--- src/rtl/arg_num_parser.sv ---
// Parses one signed decimal argument from an ASCII character stream into a
// saturating two's-complement value of width 2*MAX_ARG_BITS.
`ifndef OP_ARG_BITS
`define OP_ARG_BITS 12
`endif

module arg_num_parser #(
  parameter int  MAX_ARG_BITS = `OP_ARG_BITS,
  localparam int NUM_BITS     = 2 * MAX_ARG_BITS
) (
  input  logic                clk,
  input  logic                reset,
  input  logic [7:0]          char_in,
  input  logic                char_valid,
  output logic                char_ready,
  output logic [NUM_BITS-1:0] num_out,
  output logic                is_err,
  output logic                num_valid,
  input  logic                num_ready,
  output logic [1:0]          state_dbg
);

  // Handshakes: a character transfers on a rising edge where char_valid &&
  // char_ready; a result transfers on a rising edge where num_valid && num_ready.
  typedef enum logic [1:0] {IDLE, SIGN, DIGITS, DONE} state_t;

  localparam logic [NUM_BITS+3:0] MAG_MAX = {5'b0, {(NUM_BITS-1){1'b1}}};

  state_t              state;
  logic [NUM_BITS-2:0] mag;
  logic                neg;

  logic                is_digit;
  logic                is_term;
  logic                is_sign;
  logic [NUM_BITS+3:0] mag_wide;
  logic [NUM_BITS+3:0] mag_acc;
  logic [NUM_BITS-2:0] mag_next;
  logic [NUM_BITS-2:0] mag_first;
  logic [NUM_BITS-1:0] mag_ext;
  logic [NUM_BITS-1:0] result;

  assign is_digit  = (char_in >= 8'h30) && (char_in <= 8'h39);
  assign is_term   = (char_in == 8'h20) || (char_in == 8'h0A) || (char_in == 8'h0D);
  assign is_sign   = (char_in == 8'h2D) || (char_in == 8'h2B);

  // mag*10 + d, widened so the clamp comparison can never itself overflow.
  assign mag_wide  = {5'b0, mag};
  assign mag_acc   = (mag_wide << 3) + (mag_wide << 1) + {{NUM_BITS{1'b0}}, char_in[3:0]};
  assign mag_next  = (mag_acc > MAG_MAX) ? MAG_MAX[NUM_BITS-2:0] : mag_acc[NUM_BITS-2:0];
  assign mag_first = {{(NUM_BITS-5){1'b0}}, char_in[3:0]};

  assign mag_ext   = {1'b0, mag};
  assign result    = neg ? -mag_ext : mag_ext;

  assign char_ready = !reset && (state != DONE);
  assign state_dbg  = state;

  always_ff @(posedge clk) begin
    if (reset) begin
      state     <= IDLE;
      mag       <= '0;
      neg       <= 1'b0;
      num_out   <= '0;
      is_err    <= 1'b0;
      num_valid <= 1'b0;
    end else begin
      case (state)
        IDLE: begin
          if (char_valid) begin
            if (is_term) begin
              state <= IDLE;
            end else if (is_sign) begin
              neg   <= (char_in == 8'h2D);
              state <= SIGN;
            end else if (is_digit) begin
              mag   <= mag_first;
              state <= DIGITS;
            end else begin
              num_out   <= '0;
              is_err    <= 1'b1;
              num_valid <= 1'b1;
              state     <= DONE;
            end
          end
        end
        SIGN: begin
          if (char_valid) begin
            if (is_digit) begin
              mag   <= mag_first;
              state <= DIGITS;
            end else begin
              num_out   <= '0;
              is_err    <= 1'b1;
              num_valid <= 1'b1;
              state     <= DONE;
            end
          end
        end
        DIGITS: begin
          if (char_valid) begin
            if (is_digit) begin
              mag <= mag_next;
            end else begin
              num_out   <= is_term ? result : '0;
              is_err    <= !is_term;
              num_valid <= 1'b1;
              state     <= DONE;
            end
          end
        end
        DONE: begin
          if (num_ready) begin
            num_valid <= 1'b0;
            mag       <= '0;
            neg       <= 1'b0;
            state     <= IDLE;
          end
        end
        default: state <= IDLE;
      endcase
    end
  end

endmodule

--- config.mk ---
export PLATFORM = sky130hd
export DESIGN_NAME = arg_num_parser
export DESIGN_NICKNAME = d
export VERILOG_FILES = /design/src/rtl/arg_num_parser.sv
export SDC_FILE = /design/constraint.sdc
export NUM_CORES = 1
export LEC_CHECK = 0
export BUFFER_PORTS_ARGS = -buffer_cell sky130_fd_sc_hd__buf_2
export CAP_MARGIN = 30
export CORE_MARGIN = 2
export CORE_UTILIZATION = 51
export DETAILED_ROUTE_END_ITERATION = 10
export GPL_ROUTABILITY_DRIVEN = 0
export HOLD_SLACK_MARGIN = 0.03
export PLACE_DENSITY = 0.7
export SLEW_MARGIN = 5
export SYNTH_ARGS = -nofsm -noshare
export SYNTH_HDL_FRONTEND = slang
export SYNTH_SLANG_ARGS = --single-unit
--- constraint.sdc ---
create_clock -name clk -period 8.9 [get_ports clk]
set_clock_uncertainty 0.1 [all_clocks]
set_input_delay 1.78 -clock clk [delete_from_list [all_inputs] [get_ports clk]]
set_output_delay 1.78 -clock clk [all_outputs]
set_load 0.05 [all_outputs]
==> summary.txt <==
STA
  • Setup_tns: 0 ps
  • Worst setup margin: about 3800 ps
  • Tightest Pin Transition: 905 ps
  • Crit share post-route: 57.3%
  • Rel. slew slack: 39.6%
  • Final setup fails: 0
  • Final Slew Violations: 0
  • Tmin final: between 5000 and 6000 ps
  • Peak Freq: 196 MHz
  • Unrepaired setup endpoints after global routing: false
  • Fin Hold WS: 389 ps
  • Final Hold Vio Count: 0

GRT
  • Global-route wire length before repair: about 17000 um
  • Initial antenna violation count: 0
  • Largest net degree at the start of global routing: 44
  • Vias in the first global route: ~3600
  • Overflow after GRT: 0
  • Global-route usage over all layers: ~22%

Route
  • Vias/cell: between 5 and 6
  • Total number of vias: 3927
  • DRC errors left: 0
  • DR WL/cell: 15.1 um
  • First-pass iteration count of the detailed router: 4
  • DR iter-0 viols: 180
  • Total wire length: about 9900 um
  • Antenna-violating nets left: 0

Yosys
  • Seq/Total Area, Yosys: 23.9%
  • Synth cell count leaders: a21oi_1, nor2_1, dfxtp_1
  • Area contributors post-synth: dfxtp_1, ha_1, a21oi_1
  • YS warnings: 0
  • Syn_area_per_cell: 8.29 um2
  • Area leader, netlist: dfxtp_1
  • Top cell type's share of synthesized area: 23.9%
  • Cells after Synth: 526
  • Top_reg_cell synth: dfxtp_1
  • Synthesized area: 4360 um2
  • Synth Register Bits: 52
  • EDFF count, synth: 0
  • Top-count cell post-synth: a21oi_1
  • Syn_nets: 591
  • Yosys cell types: 66
  • Async SR Flop Fraction: 0%

Clock network
  • Setup repair bufs after CTS: 0
  • Num CTS Buffers: 5
  • Clock transition at path regs: about 90 ps
  • Clock Tree Root: clkbuf_8
  • Clk Latency, worst-skew pair: between 300 and 400 ps
  • H-tree levels: 2
  • Clk sinks: 52
  • CTS tree: yes
  • Buffer levels on the longest clock path: 2
  • Cts hold-fix bufs: 0
  • Post-cts resize count: 0

Run
  • Max-cap viol count: 0

Status
  • Status: finished clean

Critical path
  • Startpoint types: primary input
  • Setup crit end kind: flip-flop
  • Worst r2r src: mag[2]
  • Critical Path Fanout Max: 10
  • Crit path from: char_in[3]
  • CP Data Required Time: 8960 ps
  • Arrival time at the worst endpoint: just over 5000 ps
  • Crit Path Class: primary input to flip-flop

Floorplanning
  • Core footprint: roughly 8300 um2
  • # rows: 33
  • Die Ht: slightly below 100 um
  • Die Wd: between 90 and 100 um
  • IO Pins: 41
  • Starting Density: 52.8%
  • Die outline area: 9300 um2

Cells and area
  • Finished Layout Cells: 655
  • Nets: 614
  • Layout area overhead: 7.03%
  • N_diodes: 0
  • Final core utilization: about 56%
  • Layout cell share with drive strength beyond 1: 15.1%
  • Fillers: 790

Power
  • Leakage: 2.10 nW
  • PwrDens: 139 nW/um2
  • VDD IR max: approximately 190 uV

Place
  • DP HPWL: 7770 um
  • I/O Buffers: 40
  • Pre-CTS setup slack: 3480 ps
  • Cells after DPL: 647

Min path
  • Hold crit path type: flip-flop to flip-flop
  • Hold path start: num_out[6]
==> stage by stage <==
stage	total power, mW	area [um2]
2_1_floorplan	0.466	4360
3_3_place_gp	0.517	4580
3_5_place_dp	0.520	4580
4_1_cts	0.652	4670
5_1_grt	0.700	4670
6_report	0.649	4670
==> state kept, by name, indices dropped and copies added (netlist names) <==
| name | count |
|---|---|
| neg | 1 |
| is_err | 1 |
| mag | 23 |
| num_out | 24 |
| state_dbg | 2 |
| num_valid | 1 |
==> area by class of cell <==
type	count	area, um2	share of cell area [%]
well taps	105	131	2.82
flip-flops and latches	52	1040	22.3
inverters	17	63.8	1.37
clock buffers	6	72.6	1.56
repair buffers	42	215	4.61
clock inverters	2	16.3	0.349
multi-input cells	431	3130	67.0
==> cells by family after synthesis <==
group | count (synthesis) | share of synthesized area, %
muxes | 4 | 1.06
xor gates and xnor gates | 41 | 8.24
DFF | 52 | 23.9
adders and majority gates | 53 | 15.6
AOI/OAI and AO/OA | 168 | 28.8
and+or+nand+nor | 165 | 17.9
buffers and inverters | 43 | 4.56
==> power breakdown <==
| part | switching [mW] | internal [mW] | total [mW] |
|---|---|---|---|
| sequential | 0.0152 | 0.243 | 0.259 |
| combinational | 0.178 | 0.0791 | 0.257 |
| clock | 0.0776 | 0.0560 | 0.134 |
==> critical path, cell delays in order <==
cell,delay (ps)
buf_2,140
inv_1,70
fa_1,530
inv_1,70
fa_1,450
a21o_1,240
a221oi_4,340
nor2_2,110
o311ai_2,220
o211ai_1,170
o32ai_4,320
and2_1,590
a211oi_2,140
==> final timing paths <==
kind / end / cells after the start / slack (ps)
worst min register to register: num_out[6] / 2 / 390
worst max register to register: mag[3] / 12 / 4860
worst min-delay path: num_out[6] / 2 / 390
worst max-delay path: mag[3] / 13 / 3800
==> layout by cell type (no fill, tap or decap), drive strengths merged, types with 3 or more instances in the layout <==
cell type	Yosys	layout
a21oi	60	60
nor2	55	55
dfxtp	52	52
ha	51	51
nand2	44	44
buf	11	42
nor3	26	26
o21ai	25	25
xor2	21	21
xnor2	20	20
inv	17	17
a221o	12	12
a221oi	9	9
a22oi	8	8
a211oi	8	8
nand3	7	7
a21o	7	7
o31ai	6	6
nand4	6	6
clkbuf	15	6
o211ai	5	5
o41ai	5	5
a21boi	5	5
nor2b	4	4
o22ai	4	4
or3	4	4
or4	3	3
nand2b	3	3
a31oi	3	3
nor4	3	3
or2	3	3
==> per-layer routing <==
layer	vias to the layer above	wire, um	track usage [%]
met2	84	4880	39.5
li1	1986	-	-
met3	22	297	3.18
met4	0	242	7.16
met5	-	0	0
met1	1835	4470	27.8
Power figures use the tool's default switching activity.
